### config.mk
export PLATFORM = sky130hd
export DESIGN_NAME = board_input_ctrl
export DESIGN_NICKNAME = d
export VERILOG_FILES = /design/src/rtl/board_pkg.sv /design/src/rtl/key_debounce.sv /design/src/rtl/board_input_ctrl.sv
export SDC_FILE = /design/constraint.sdc
export NUM_CORES = 1
export LEC_CHECK = 0
export ABC_AREA = 0
export BUFFER_PORTS_ARGS = -buffer_cell sky130_fd_sc_hd__buf_2
export CAP_MARGIN = 20
export CORE_MARGIN = 5
export CORE_UTILIZATION = 54
export CTS_BUF_LIST = sky130_fd_sc_hd__clkbuf_8
export CTS_CLUSTER_DIAMETER = 120
export DETAILED_ROUTE_END_ITERATION = 8
export PLACE_DENSITY = 0.74
export SLEW_MARGIN = 15
export SYNTH_ARGS = -nofsm -noshare
export SYNTH_HDL_FRONTEND = slang
export SYNTH_SLANG_ARGS = --single-unit
### constraint.sdc
create_clock -name clk -period 2.29 [get_ports clk]
set_input_delay 0.3435 -clock clk [delete_from_list [all_inputs] [get_ports clk]]
set_output_delay 0.3435 -clock clk [all_outputs]
set_load 0.03 [all_outputs]
### src/rtl/board_pkg.sv
// Shared definitions for the tic-tac-toe board writer: cell codes, FSM
// encoding, the table of winning lines and small board access helpers.
package board_pkg;

  localparam logic [1:0] EMPTY = 2'd0;
  localparam logic [1:0] P1    = 2'd1;
  localparam logic [1:0] P2    = 2'd2;
  localparam logic [1:0] DRAW  = 2'd3;

  typedef enum logic [2:0] {
    S_IDLE    = 3'd0,
    S_APPLY   = 3'd1,
    S_CHECK   = 3'd2,
    S_RELEASE = 3'd3,
    S_OVER    = 3'd4
  } state_t;

  // Rows, columns, then the two diagonals, each as three cell indices.
  localparam logic [3:0] WIN_LINES [8][3] = '{
    '{4'd0, 4'd1, 4'd2},
    '{4'd3, 4'd4, 4'd5},
    '{4'd6, 4'd7, 4'd8},
    '{4'd0, 4'd3, 4'd6},
    '{4'd1, 4'd4, 4'd7},
    '{4'd2, 4'd5, 4'd8},
    '{4'd0, 4'd4, 4'd8},
    '{4'd2, 4'd4, 4'd6}
  };

  function automatic logic [1:0] cell_get(input logic [17:0] b, input logic [3:0] k);
    return b[{k, 1'b0} +: 2];
  endfunction

  function automatic logic is_onehot9(input logic [8:0] v);
    logic seen;
    logic multi;
    seen  = 1'b0;
    multi = 1'b0;
    for (int i = 0; i < 9; i++) begin
      if (v[i]) begin
        if (seen) multi = 1'b1;
        seen = 1'b1;
      end
    end
    return seen && !multi;
  endfunction

  // Index of the set bit; only meaningful when the vector is one-hot.
  function automatic logic [3:0] onehot_index(input logic [8:0] v);
    logic [3:0] idx;
    idx = 4'd0;
    for (int i = 0; i < 9; i++) begin
      if (v[i]) idx = 4'(i);
    end
    return idx;
  endfunction

endpackage

### src/rtl/key_debounce.sv
// Two-flop synchroniser for the nine cell buttons followed by a saturating
// stability counter. stable is high once the synchronised vector has held
// the same value for DEBOUNCE_CYCLES consecutive cycles.
module key_debounce #(
  parameter int DEBOUNCE_CYCLES = 250000,
  parameter int CNT_W           = 18
) (
  input  logic       clk,
  input  logic       rst,
  input  logic [8:0] key,
  output logic [8:0] ks,
  output logic       stable
);

  localparam logic [CNT_W-1:0] CNT_MAX = CNT_W'(DEBOUNCE_CYCLES);

  logic [8:0]       key_p0;
  logic [8:0]       key_p1;
  logic [8:0]       ks_prev;
  logic [CNT_W-1:0] cnt;

  // Synchronise the raw buttons and count how long the vector stays put.
  always_ff @(posedge clk or posedge rst) begin
    if (rst) begin
      key_p0  <= '0;
      key_p1  <= '0;
      ks_prev <= '0;
      cnt     <= '0;
    end else begin
      key_p0  <= key;
      key_p1  <= key_p0;
      ks_prev <= key_p1;
      if (key_p1 != ks_prev) begin
        cnt <= '0;
      end else if (cnt != CNT_MAX) begin
        cnt <= cnt + 1'b1;
      end
    end
  end

  assign ks = key_p1;
  // A change visible this cycle must not ride on the old saturated count.
  assign stable = (cnt == CNT_MAX) && (key_p1 == ks_prev);

endmodule

### src/rtl/board_input_ctrl.sv
// Writer side of the 18-bit tic-tac-toe board bus. Debounces the cell
// buttons, validates a press, writes the mover's code and alternates turns.
// Define WIN_CHECK_EN to add line/draw detection (game_over, winner);
// without it both outputs stay 0 and play continues until the board is full.
module board_input_ctrl
  import board_pkg::*;
#(
  parameter int DEBOUNCE_CYCLES = 250000,
  parameter int CNT_W           = 18
) (
  input  logic        clk,
  input  logic        rst,
  input  logic [8:0]  key,
  input  logic        key_clr,
  output logic [17:0] board,
  output logic        turn,
  output logic        game_over,
  output logic [1:0]  winner,
  output logic        move_ok,
  output logic        move_err
);

  logic [8:0] ks;
  logic       stable;
  logic       press_onehot;
  logic [3:0] press_idx;
  state_t     state;

  key_debounce #(
    .DEBOUNCE_CYCLES (DEBOUNCE_CYCLES),
    .CNT_W           (CNT_W)
  ) u_debounce (
    .clk    (clk),
    .rst    (rst),
    .key    (key),
    .ks     (ks),
    .stable (stable)
  );

  assign press_onehot = is_onehot9(ks);
  assign press_idx    = onehot_index(ks);

`ifdef WIN_CHECK_EN
  logic       line_win;
  logic [1:0] line_code;
  logic       board_full;

  // Scan lines in table order; the first completed line names the winner.
  always_comb begin
    line_win   = 1'b0;
    line_code  = EMPTY;
    board_full = 1'b1;
    for (int l = 0; l < 8; l++) begin
      if (!line_win &&
          cell_get(board, WIN_LINES[l][0]) != EMPTY &&
          cell_get(board, WIN_LINES[l][0]) == cell_get(board, WIN_LINES[l][1]) &&
          cell_get(board, WIN_LINES[l][0]) == cell_get(board, WIN_LINES[l][2])) begin
        line_win  = 1'b1;
        line_code = cell_get(board, WIN_LINES[l][0]);
      end
    end
    for (int c = 0; c < 9; c++) begin
      if (cell_get(board, 4'(c)) == EMPTY) board_full = 1'b0;
    end
  end
`else
  assign game_over = 1'b0;
  assign winner    = 2'd0;
`endif

  // Move FSM, board register and registered result pulses; key_clr has priority.
  always_ff @(posedge clk or posedge rst) begin
    if (rst) begin
      state     <= S_IDLE;
      board     <= '0;
      turn      <= 1'b0;
      move_ok   <= 1'b0;
      move_err  <= 1'b0;
`ifdef WIN_CHECK_EN
      game_over <= 1'b0;
      winner    <= 2'd0;
`endif
    end else begin
      move_ok  <= 1'b0;
      move_err <= 1'b0;
      if (key_clr) begin
        board     <= '0;
        turn      <= 1'b0;
`ifdef WIN_CHECK_EN
        game_over <= 1'b0;
        winner    <= 2'd0;
`endif
        state     <= S_RELEASE;
      end else begin
        case (state)
          S_IDLE: begin
            if (stable && ks != 9'd0) state <= S_APPLY;
          end
          S_APPLY: begin
            if (!press_onehot || cell_get(board, press_idx) != EMPTY) begin
              move_err <= 1'b1;
              state    <= S_RELEASE;
            end else begin
              board[{press_idx, 1'b0} +: 2] <= turn ? P2 : P1;
              turn    <= ~turn;
              move_ok <= 1'b1;
`ifdef WIN_CHECK_EN
              state   <= S_CHECK;
`else
              state   <= S_RELEASE;
`endif
            end
          end
`ifdef WIN_CHECK_EN
          S_CHECK: begin
            if (line_win) begin
              game_over <= 1'b1;
              winner    <= line_code;
              state     <= S_OVER;
            end else if (board_full) begin
              game_over <= 1'b1;
              winner    <= DRAW;
              state     <= S_OVER;
            end else begin
              state <= S_RELEASE;
            end
          end
          S_OVER: begin
            state <= S_OVER;
          end
`endif
          S_RELEASE: begin
            if (stable && ks == 9'd0) state <= S_IDLE;
          end
          default: begin
            state <= S_IDLE;
          end
        endcase
      end
    end
  end

endmodule
==> summary.txt <==
Worst setup path
  – R2R Path End: board[9]$_DFFE_PP0P_
  – Path depth of the worst reg2reg path: 9
  – Setup Crit Path Kind: reg -> reg
  – Reg2reg start: u_debounce.ks[5]$_DFF_PP0_
  – Critical path origin: u_debounce.ks[5]$_DFF_PP0_
  – CP required: ~2.5 ns
  – CP endpoint kind: register
  – Worst setup SP type: register
  – Crit Path Max Fanout: 8
  – Critical Path AT: 2.62 ns
  – R2r setup slk: -0.11 ns

Timing
  – WHS: around 0.036 ns
  – RSZ-0062 raised after global routing: yes
  – Clk_skew: 0.009718 ns
  – Tcrit/Tclk final: 1.050
  – Least-Margin Pin Slew: 0.6471 ns
  – Slew margin rel.: 0.5630
  – Setup TNS Final: -1.086 ns
  – Endpoints failing hold: 0
  – Post-route minimum period: 2.404 ns
  – F_max: 0.4160 GHz
  – Slew Limit Fails: 0
  – Setup violations, final: 16
  – Final Worst Setup Slack: -0.1138 ns

Yosys
  – Avg Inst Size Synth: 10.80 sq um
  – Top cell type's share of synthesized area: 0.5342
  – Post-Synth XOR/XNOR Area: 0.07148
  – Post-synth ARST share: 1.000
  – Simple-gate area share of the yosys netlist: 0.2082
  – Adder-cell share of the synthesized area: 0.02592
  – Synthesized flop and latch total: approximately 70
  – Synth area leaders: dfrtp_1, mux2i_1, nor2_1
  – Largest area contributor in the netlist: dfrtp_1
  – Largest family of logic cells by synthesized area: simple AND/OR/NAND/NOR gates
  – Sequential area share after synthesis: 0.5342
  – Mux cell area share after synthesis: 0.04713
  – Post-Synthesis Cell Area: 0.003186 sq mm
  – Dominant synthesized flop cell: dfrtp_1
  – Synth Area in Compound Gates: 0.07698
  – Post-synth EDFFs: 0
  – Post-Synthesis Cells: 295
  – Syn. warnings: 0
  – Unique masters post-synth: 52

Clock tree
  – CTS Buffer Depth: 2
  – CTS Buf Count: 9
  – CTS tree: done
  – Clk sinks: between 60 and 70
  – Clock Latency Late Sink: 0.35 ns
  – Reg clk slew, reported paths: roughly 0.08 ns
  – H-tree levels: 3
  – Clk root buf: clkbuf_8

Routing
  – Routed Antenna Nets: 0
  – Initial drt markers: approximately 110
  – Routed Wire Length: approximately 7.8 mm
  – DR vias/cell: 5.475
  – Drt first pass iters: 5
  – Wire per inst: 16.86 um
  – DRC viols: 0
  – DR vias: approximately 2.5k

Floorplan
  – Die height: 86.81 um
  – Die width: 86.81 um
  – Initial core utilization: 0.5478
  – Die area: 0.007535 sq mm
  – Core Box Area: between 0.005 and 0.006 sq mm
  – Row cnt: 28
  – Top-level port count: 36

Place
  – Pre-CTS WS: -0.2718 ns
  – Port Buffers: 32
  – Post-DP HPWL: 5.536 mm
  – RePlAce Congestion: 1.023

Global route
  – Largest net degree at the start of global routing: 29
  – Initial antenna violation count: 0
  – Global Route Usage Sum: 0.2253
  – Number of global-route vias before repair: 2643
  – GRT Residual Overflow: 0
  – First-pass GRT wire length: 12.76 mm

Cells and area
  – Share of layout cells above drive strength 1: 0.3866
  – Layout area overhead: 34.92%
  – Finished Core Util: 0.7390
  – FILL cells: roughly 420
  – Total Nets Final: 400
  – ANT cells: 0

Worst hold path
  – Worst min-delay path class: in -> async

Run status
  – Failing checks: setup timing
  – Status: finished with violations

Power
  – Static leakage: about 1.9 nW
  – Pwr Density: 606.2 mW/mm^2
  – Peak supply drop: 0.4736 mV

Job
  – Max-Cap Viols: 0
[cells in the final DEF (no fill, tap or decap), types with 3 or more instances in the layout]
| cell type | n |
|---|---|
| mux2i_1 | 14 |
| xnor2_1 | 10 |
| conb_1 | 3 |
| dfrtp_2 | 5 |
| buf_2 | 32 |
| nor2_2 | 4 |
| nor3_1 | 4 |
| nand3_1 | 12 |
| clkbuf_8 | 9 |
| buf_6 | 3 |
| and4_1 | 3 |
| dfrtp_1 | 63 |
| buf_4 | 53 |
| nor4_4 | 7 |
| nor4_1 | 4 |
| and3_1 | 3 |
| xor2_1 | 16 |
| a21oi_1 | 3 |
| inv_1 | 7 |
| nor2_1 | 34 |
| nand4_1 | 6 |
| ha_1 | 3 |
| nand2_1 | 25 |
| nand3b_1 | 4 |
[synth_stat cells (4+ instances only)]
cell,number
a21oi_1,4
buf_2,4
clkbuf_1,4
dfrtp_1,68
ha_1,5
inv_1,9
mux2i_1,15
nand2_1,25
nand3_1,13
nand3b_1,4
nand4_1,6
nor2_1,39
nor3_1,7
nor4_1,11
xnor2_1,10
xor2_1,16
[critical path, cell delays in order, from the launching register on]
cell and delay [ns]:
dfrtp_2 0.48, nor2_1 0.20, a211oi_2 0.11, or2_4 0.29
ha_4 0.18, a21boi_2 0.15, nor2_2 0.15, nand4_1 0.10
or4_4 0.47, mux2i_1 0.14
[area by class of cell]
type                       count  area, sq um  area share
sequential                    68         1708      0.3974
multi-input combinational    206         1644      0.3825
timing repair buffer          88        591.8      0.1377
clock buffer                   9        123.9     0.02882
clock inverter                 7        98.84     0.02300
tap                           75        93.84     0.02183
inverter                      10        37.54    0.008734
[sequential cells by signal, summed over array words and instances (netlist names)]
register,flops
turn,1
state,2
u_debounce.cnt,18
move_err,1
u_debounce.ks_prev,9
move_ok,1
u_debounce.ks,9
u_debounce.key_p0,9
board,18
[how the worst max path moves through the flow]
| stage | end |
|---|---|
| detailed placement | board[3]$_DFFE_PP0P_ |
| finish | board[9]$_DFFE_PP0P_ |
| global route | board[7]$_DFFE_PP0P_ |
| global placement | board[13]$_DFFE_PP0P_ |
| CTS | board[7]$_DFFE_PP0P_ |
| floorplan | board[9]$_DFFE_PP0P_ |
[repair_timing]
item / in CTS / in global routing
setup endpoints to repair: 17 / 19
gates resized for setup: 24 / 13
setup buffers: 7 / 8
cloned: 0 / 0
pin swaps: 7 / 4
hold buffers: 0 / 0
[power by group]
group	internal, W	leakage, nW	total, W	switching [W]
sequential	0.00122	0.872	0.00125	0.0000210
clock	0.000620	0.110	0.00110	0.000482
combinational	0.000114	0.901	0.000257	0.000143
[routing by layer]
layer | track usage | part of all wire | vias up
met5 | 0 | 0 | -
met4 | 0.1204 | 0.039 | 0
met3 | 0.05798 | 0.053 | 24
met2 | 0.3754 | 0.49 | 68
met1 | 0.2653 | 0.42 | 1238
li1 | - | - | 1205
[stage by stage]
stage,cells,cell area (sq um),power [W]
after detailed placement,433,3767,0.001469
after global placement,433,3767,0.001462
final,463,4298,0.002606
after global routing,463,4298,0.002706
after CTS,456,4180,0.002607
after floorplan,297,3274,0.001392
[cell families after synthesis]
group                      after synthesis
and+or+nand+nor                        128
buffers and inverters                   23
adders and majority gates                7
xor gates and xnor gates                26
other                                    1
muxes                                   15
AOI/OAI and AO/OA                       27
DFF                                     68
No activity file was read; power rests on OpenSTA's default activity.
